**config.mk**
```make
export PLATFORM = sky130hd
export DESIGN_NAME = branch_resolve_queue
export DESIGN_NICKNAME = d
export VERILOG_FILES = /design/src/rtl/branch_resolve_queue.sv
export SDC_FILE = /design/constraint.sdc
export NUM_CORES = 1
export LEC_CHECK = 0
export CORE_AREA = 2 2 156 158
export DETAILED_ROUTE_END_ITERATION = 12
export DIE_AREA = 0 0 158 160
export DONT_BUFFER_PORTS = 1
export PLACE_DENSITY = 0.46
export SETUP_SLACK_MARGIN = 0.4
export SLEW_MARGIN = 20
export SYNTH_ARGS = -nofsm -noshare
export SYNTH_HDL_FRONTEND = slang
export SYNTH_SLANG_ARGS = --single-unit
```
**constraint.sdc**
```tcl
create_clock -name clock -period 3.3 [get_ports clock]
set_input_delay 0.99 -clock clock [delete_from_list [all_inputs] [get_ports clock]]
set_output_delay 0.99 -clock clock [all_outputs]
set_load 0.1 [all_outputs]
```
**src/rtl/branch_resolve_queue.sv**
```systemverilog
// In-order queue of predicted branches. Each resolve is checked against its stored prediction,
// which drives predictor training, mispredict flush and saturating statistics.
module branch_resolve_queue #(
  parameter int DEPTH = 4,
  parameter int PC_W  = 32,
  parameter int CNT_W = 16
) (
  input  logic                     clock,
  input  logic                     rst,
  input  logic                     push,
  input  logic [PC_W-1:0]          push_pc,
  input  logic                     push_pred,
  input  logic                     resolve,
  input  logic                     resolve_taken,
  output logic                     upd_valid,
  output logic                     upd_taken,
  output logic                     mispredict,
  output logic [PC_W-1:0]          mispredict_pc,
  output logic                     full,
  output logic                     empty,
  output logic [$clog2(DEPTH):0]   count,
  output logic                     overflow,
  output logic                     underflow,
  output logic [CNT_W-1:0]         stat_branches,
  output logic [CNT_W-1:0]         stat_mispredicts
);

  localparam int PTR_W = $clog2(DEPTH);
  localparam int CW    = PTR_W + 1;

  logic [PC_W-1:0]  pc_mem [DEPTH];
  logic             pred_mem [DEPTH];

  logic [PTR_W-1:0] head_reg, head_next;
  logic [PTR_W-1:0] tail_reg, tail_next;
  logic [CW-1:0]    count_reg, count_next;
  logic             upd_valid_reg, upd_taken_reg, mispredict_reg;
  logic [PC_W-1:0]  mispredict_pc_reg;
  logic             full_reg, empty_reg, overflow_reg, underflow_reg;
  logic [CNT_W-1:0] stat_branches_reg, stat_mispredicts_reg;

  logic             resolve_ok, mis, push_ok, full_now, overflow_set, underflow_set;
  logic [PC_W-1:0]  head_pc;
  logic             head_pred;

  always_comb begin
    head_pc       = pc_mem[head_reg];
    head_pred     = pred_mem[head_reg];
    full_now      = (count_reg == CW'(DEPTH));
    resolve_ok    = resolve && (count_reg != '0);
    mis           = resolve_ok && (head_pred != resolve_taken);
    // A full queue still accepts a push when a matching resolve frees the head slot.
    push_ok       = push && !mis && (!full_now || resolve_ok);
    overflow_set  = push && !mis && full_now && !resolve_ok;
    underflow_set = resolve && (count_reg == '0);
    head_next     = head_reg;
    tail_next     = tail_reg;
    count_next    = count_reg;
    if (mis) begin
      // Everything younger than a mispredicted branch is wrong-path.
      head_next  = '0;
      tail_next  = '0;
      count_next = '0;
    end else begin
      if (resolve_ok) head_next = head_reg + PTR_W'(1);
      if (push_ok)    tail_next = tail_reg + PTR_W'(1);
      count_next = count_reg + CW'(push_ok) - CW'(resolve_ok);
    end
  end

  always_ff @(posedge clock) begin
    if (push_ok) begin
      pc_mem[tail_reg]   <= push_pc;
      pred_mem[tail_reg] <= push_pred;
    end
  end

  always_ff @(posedge clock) begin
    if (rst) begin
      head_reg             <= '0;
      tail_reg             <= '0;
      count_reg            <= '0;
      upd_valid_reg        <= 1'b0;
      upd_taken_reg        <= 1'b0;
      mispredict_reg       <= 1'b0;
      mispredict_pc_reg    <= '0;
      full_reg             <= 1'b0;
      empty_reg            <= 1'b1;
      overflow_reg         <= 1'b0;
      underflow_reg        <= 1'b0;
      stat_branches_reg    <= '0;
      stat_mispredicts_reg <= '0;
    end else begin
      head_reg       <= head_next;
      tail_reg       <= tail_next;
      count_reg      <= count_next;
      full_reg       <= (count_next == CW'(DEPTH));
      empty_reg      <= (count_next == '0);
      upd_valid_reg  <= resolve_ok;
      mispredict_reg <= mis;
      if (resolve_ok) upd_taken_reg <= resolve_taken;
      if (mis) mispredict_pc_reg <= head_pc;
      if (overflow_set) overflow_reg <= 1'b1;
      if (underflow_set) underflow_reg <= 1'b1;
      if (resolve_ok && (stat_branches_reg != '1))
        stat_branches_reg <= stat_branches_reg + CNT_W'(1);
      if (mis && (stat_mispredicts_reg != '1))
        stat_mispredicts_reg <= stat_mispredicts_reg + CNT_W'(1);
    end
  end

  assign upd_valid        = upd_valid_reg;
  assign upd_taken        = upd_taken_reg;
  assign mispredict       = mispredict_reg;
  assign mispredict_pc    = mispredict_pc_reg;
  assign full             = full_reg;
  assign empty            = empty_reg;
  assign count            = count_reg;
  assign overflow         = overflow_reg;
  assign underflow        = underflow_reg;
  assign stat_branches    = stat_branches_reg;
  assign stat_mispredicts = stat_mispredicts_reg;

endmodule

```
==> impl_metrics.yaml, run 1 <==
yosys:
  synth_top_area_share_pct: 48.9
  synth_fp_nets: 617
  synth_top_family_by_area: "simple AND/OR/NAND/NOR gates"
  synth_warnings: 0
  synthXorXnorAreaFrac_pct: 2.80
  synth_ff_type: "edfxtp_1"
  synthCells: 571
  synthMuxAreaShare_pct: 10.4
  syn_area_per_cell_um2: 14.2
  synthTopCellsByArea: "edfxtp_1 (49%), dfxtp_1 (20%), mux4_2 (9.2%)"
  yosysUniqueCellTypes: 37
  async_flop_share_pct: 0
  synth_simple_gate_area_share_pct: 11.4
  synth_edf_count: 132
  synth_area_um2: 8100
  synth_compound_area_share_pct: 3.52
  synth-seq-cells: 212
  yosysSeqAreaShare_pct: 68.7
  yosysTopAreaCell: "edfxtp_1"
  synthAdderAreaFrac_pct: 1.33
cells_and_area:
  drive_gt1_share_pct: 22.1
  fin_nets: 664
  diodes: 0
  largest_reg_flops: 128
  stdcell_count: 961
  syn_to_final_growth_pct: 20.0
clocking:
  root_buffer: "clkbuf_16"
  cts_buffer_depth: 3
  cts_made_buffers: 25
  htree_num_levels: 1
  clk_pin_slew_ns: 0.06
  cts_tree: "built"
  clock-sinks: 212
  clock_latency_ns: 0.53
critical_path:
  critPathLaunch: "pred_mem[3]"
  crit_end: "empty"
  reg2reg_to: "empty"
  reg2reg_slack_ns: 0.55
  critPathMaxFanout: 3
  crit_type: "reg2reg"
  r2r-start: "pred_mem[3]"
  critPathRequiredTime_ns: 3.71
  crit_arrival_ns: 3.16
  slowest_stage: "mux4_2"
  critPathMostFrequentCell: "o21ai_1"
  crit_path_max_incr_delay_ns: 0.54
  path_cells: "mux4_2 > xnor2_4 > nor2_4 > o21ai_1 > o21ai_1 > ha_2 > inv_1 > fa_2 > xor2_2 > xnor2_1 > a311o_1"
  end_kind: "register"
  reg2reg_depth: 11
  setup.worst_path.start_class: "register"
run:
  drv_cap: 0
pwr:
  p_leak_nw: 3.21
  p_seq_share_pct: 50.4
  powerDensity_nw_per_um2: 858
  switching_power_mw: 2.81
  pwr-share-clk_pct: 33.5
  combPwrFrac_pct: 16.1
  peakVddDrop_v: 0.000453
  p_sw_share_pct: 33.7
  p_int_mw: 5.53
run_status:
  status: "finished clean"
grt:
  grt_max_degree: 84
  grt_pass1_vias: 4927
  globalRouteTotalUtil_pct: 14.1
  use_met2_pct: 24.0
  grt_pass1_wl_um: 27700
  busiest_layer: "met2"
  grt_util_met3_pct: 4.67
  antenna_found_initial: 0
  grt_overflow: 0
  use_met1_pct: 17.2
routing:
  drc: 0
  finalWirelength_um: 17600
  viasPerCell: 4.84
  dr_total_vias: 4655
  ant_nets: 0
  avgRoutedWirePerCell_um: 18.3
  firstDrtPassIters: 4
  drtIter0Drc: 251
timing:
  fmax_ghz: 0.363
  finalCriticalPeriod_ns: 2.75
  finClkSkew_ns: 0.00985
  final_max_slew_viol_count: 0
  maxSlewHeadroom_pct: 32.2
  worst_slew_pin_slew_ns: 1.02
  setup_tns_ns: 0
  setup_viol: 0
  fin_crit_sh_pct: 83.4
  rsz0062_at_grt: "no"
  hold_viol_final: 0
worst_hold_path:
  hp-start: "rst"
  hold_path_class: "in2reg"
placement:
  io_buffers: 0
  gp_congestion: 0.749
  hpwl_um: 10900
  dp_cells: 914
die:
  fp.dieW_um: 158
  rows: 57
  start_util_pct: 34.0
  die_height_um: 160
  core_um2: 23800
  die_area_um2: 25300
  ios: 112
[per-stage QoR]
stage | util [%] | area, um2 | worst slack [ns] | power, mW | hold WS [ns]
global route | 40.8 | 9720 | 0.419 | 8.71 | 0.518
finish | 40.8 | 9720 | 0.548 | 8.34 | 0.541
floorplan | - | 8130 | 0.405 | 5.21 | 0.535
CTS | 40.7 | 9690 | 0.420 | 8.45 | 0.511
detailed placement | 37.0 | 8820 | 0.341 | 5.61 | 0.552
global placement | 37.0 | 8820 | 0.390 | 5.58 | 0.524
[power groups by stage]
stage / clock network, mW / registers (mW) / logic (mW)
global route: 2.98 / 4.25 / 1.47
global placement: 0 / 4.25 / 1.33
CTS: 2.88 / 4.22 / 1.35
detailed placement: 0 / 4.27 / 1.34
finish: 2.80 / 4.21 / 1.34
floorplan: 0 / 4.28 / 0.930
[per-layer routing]
| layer | up-vias | share of wire [%] |
|---|---|---|
| li1 | 2213 | - |
| met2 | 117 | 49 |
| met1 | 2299 | 41 |
| met3 | 26 | 8.3 |
| met4 | 0 | 2.1 |
| met5 | - | 0 |
[critical path: cells and delay by family, from the launching register on]
family | cells | cell delay [ns]
xor+xnor | 3 | 0.48
simple gates | 1 | 0.11
mux | 1 | 0.54
compound gates | 3 | 0.56
buf+inv | 1 | 0.05
fa+ha+maj | 2 | 0.54
flops | 1 | 0.35
[cells in the mapped netlist, types with 3 or more instances]
library cell	count
and2_1	5
dfxtp_1	80
o21ai_0	9
xnor2_1	11
o31ai_1	3
nor2_1	37
and3_1	3
and4_1	3
mux2_1	4
xor2_1	13
nand3_1	12
nand4_1	11
inv_1	8
or3_1	6
nor4_1	4
a21oi_1	40
mux2i_1	5
nor3_1	21
nand2_1	76
ha_1	7
nor2b_1	5
buf_1	5
mux4_2	33
buf_2	5
clkbuf_1	17
edfxtp_1	132
[worst min-delay path by stage]
stage,depth (start not counted),slack [ns],to
global route,1,0.52,mispredict_pc[22]
finish,1,0.54,mispredict_pc[17]
global placement,2,0.52,stat_branches[6]
CTS,1,0.51,mispredict_pc[18]
floorplan,2,0.54,tail_reg[1]
detailed placement,2,0.55,stat_mispredicts[3]
[final cells by class]
cell class / count / area (um2)
fill: 2249 / 14100
sequential: 212 / 5570
multi-input combinational: 323 / 2450
clock buffer: 39 / 761
tap: 324 / 405
timing repair buffer: 48 / 398
clock inverter: 7 / 103
inverter: 8 / 30.0
[cell usage in the layout (no fill, tap or decap), types with 5 or more instances in the layout]
cell type and count:
a21oi_1 40, buf_4 45, clkbuf_1 8, clkbuf_16 27, dfxtp_1 74, dfxtp_2 6
edfxtp_1 132, ha_1 6, inv_1 8, mux2i_1 5, mux4_2 33, nand2_1 76
nand3_1 12, nand4_1 11, nor2_1 36, nor2b_1 5, nor3_1 21, o21ai_0 7
or3_1 6, xnor2_1 11, xor2_1 12
[cell families (layout without fill, tap and decap cells)]
family          count (synthesis)  count (layout)
mux                            42              42
fa+ha+maj                       8               8
flops                         212             212
simple gates                  194             194
xor+xnor                       25              25
compound gates                 54              54
buf+inv                        36             102
[repair_timing]
item                                    CTS  global route
endpoints found under the setup margin    0             2
hold endpoints to repair                  0             0
hold buffers                              0             0
resized for setup                         0             5
buffers inserted                          0             1
Power figures use the tool's default switching activity.
==> run 2, diff against run 1 <==
==> constraint.sdc (replaced) <==
create_clock -name clock -period 2.6 [get_ports clock]
set_input_delay 0.78 -clock clock [delete_from_list [all_inputs] [get_ports clock]]
set_output_delay 0.78 -clock clock [all_outputs]
set_load 0.1 [all_outputs]
==> run 2 against run 1 <==
  * The flow now finishes with violations (negative setup slack)
  * Sequential share of layout area fell by 7.5 points
  * Critical path depth rose by 2
  * Setup slack worse by 0.68 ns
  * Clock-buffer cell count shrank 9
  * Sequential power grew 1%
  * Register-to-register slack got worse by 0.68 ns
  * Critical path type unchanged
  * Critical endpoint is now pc_mem[2][22]
  * Largest power group unchanged
  * Highest routed layer unchanged
==> impl_metrics.yaml, run 2 (same netlist as run 1, synthesis figures left out) <==
run_status:
  violations: "negative setup slack"
  status: "finished, violations left"
critical_path:
  end_kind: "register"
  critPathMaxFanout: 6
  reg2reg_to: "pc_mem[2][22]"
  setup.worst_path.start_class: "register"
  crit_arrival_ns: 2.98
  reg2reg_slack_ns: -0.13
  crit_type: "reg2reg"
  reg2reg_depth: 13
  r2r-start: "pred_mem[3]"
  critPathRequiredTime_ns: 2.85
routing:
  avgRoutedWirePerCell_um: 19.6
  drtIter0Drc: 346
  finalWirelength_um: 20600
  viasPerCell: 4.91
  drc: 0
  ant_nets: 0
  dr_total_vias: 5165
  firstDrtPassIters: 4
cells_and_area:
  stdcell_count: 1051
  layout_commonest_cell: "edfxtp_1"
  diodes: 0
  syn_to_final_growth_pct: 39.4
  largest_reg_flops: 128
  drive_gt1_share_pct: 44.7
  fin_nets: 754
  layout_common_cells: "edfxtp_1 (132), buf_4 (90), nand2_1 (45), dfxtp_1 (45), nor2_1 (35)"
grt:
  busiest_layer: "met2"
  grt_pass1_wl_um: 29900
  use_met2_pct: 26.4
  grt_util_met3_pct: 4.21
  grt_max_degree: 84
  antenna_found_initial: 0
  use_met1_pct: 18.9
  globalRouteTotalUtil_pct: 15.3
  grt_pass1_vias: 5330
  grt_overflow: 0
die:
  fp.dieW_um: 158
  ios: 112
  rows: 57
  core_um2: 23800
  start_util_pct: 34.0
  die_area_um2: 25300
  die_height_um: 160
placement:
  dp_cells: 962
  gp_congestion: 0.762
  hpwl_um: 11600
  io_buffers: 0
timing:
  finClkSkew_ns: 0.00680
  final_max_slew_viol_count: 0
  worst_slew_pin_slew_ns: 0.583
  rsz0062_at_grt: "yes"
  setup_viol: 135
  hold_viol_final: 0
  fin_ws_ns: -0.135
  finalCriticalPeriod_ns: 2.73
  fin_crit_sh_pct: 105
  maxSlewHeadroom_pct: 60.8
  fmax_ghz: 0.366
  fin_hold_ws_ns: 0.321
pwr:
  peakVddDrop_v: 0.000613
  p_leak_nw: 4.10
  powerDensity_nw_per_um2: 1040
worst_hold_path:
  hold_depth: 1
  holdPathEnd: "mispredict_pc[17]"
  hp-start: "rst"
  hold_path_class: "in2reg"
clocking:
  cts_made_buffers: 25
  htree_num_levels: 1
  clock-sinks: 212
  clock_latency_ns: 0.53
  clk_pin_slew_ns: 0.06
  cts_tree: "built"
  root_buffer: "clkbuf_16"
  cts_buffer_depth: 3
run:
  drv_cap: 0
-- run 2: changes by cell type in the layout (fill, tap and decap cells not counted), sizes merged --
cell / previous run / this run
buf: 48 / 131
clkinv: 3 / 12
clkbuf: 39 / 37
-- run 2: worst max-delay path by stage --
stage	startpoint	to	slack, ns	depth (start not counted)
5_1_grt	pred_mem[3]	full	-0.23	12
3_3_place_gp	resolve	empty	-0.02	10
6_report	pred_mem[3]	pc_mem[2][22]	-0.13	13
2_1_floorplan	pred_mem[3]	empty	-0.07	11
3_5_place_dp	resolve	empty	-0.09	10
4_1_cts	pred_mem[3]	full	-0.11	12
-- run 2: final cells by class --
cell class,count,area [um2]
clock buffers,30,674
multi-input cells,323,2850
clock inverters,16,141
repair buffers,138,1560
fillers,2120,12500
well taps,324,405
flip-flops and latches,212,5630
inverters,8,30.0
-- run 2: layer usage --
metal	routed length (um)	part of all wire, %
met1	8460	41
met3	1420	6.9
met2	10200	50
met4	495	2.4
met5	0	0
-- run 2: through the flow --
step / setup slack, ns / utilization, % / total power, mW / TNS [ns] / cell area (um2)
global route: -0.231 / 47.4 / 12.2 / -21.54 / 11300
CTS: -0.105 / 45.0 / 11.3 / -7.27 / 10700
global placement: -0.0184 / 39.0 / 7.36 / -0.0192 / 9290
finish: -0.135 / 47.4 / 11.8 / -12.23 / 11300
detailed placement: -0.0899 / 39.0 / 7.41 / -0.165 / 9290
floorplan: -0.0742 / - / 6.63 / -0.118 / 8220
-- run 2: worst max-delay path, cell delays in order (launching register included) --
cell,delay [ns]
edfxtp_1,0.37
mux4_2,0.54
xnor2_4,0.22
nor2_4,0.05
buf_6,0.13
buf_6,0.10
buf_6,0.10
buf_6,0.10
buf_6,0.12
buf_16,0.12
nor2_4,0.12
and2_4,0.19
buf_6,0.13
clkbuf_16,0.15
-- run 2: report_power, final --
part	leakage, nW	internal [mW]	switching (mW)
logic	1.82	1.57	2.51
registers	1.88	4.05	0.208
clock network	0.405	2.05	1.38
total	4.10	7.67	4.10
-- run 2: repair_timing --
item,CTS,global route
setup buffers,21,5
setup endpoints to repair,143,189
hold endpoints to repair,0,0
gates resized for setup,75,72
hold buffers,0,0
pin swaps,19,25
gates cloned,8,9
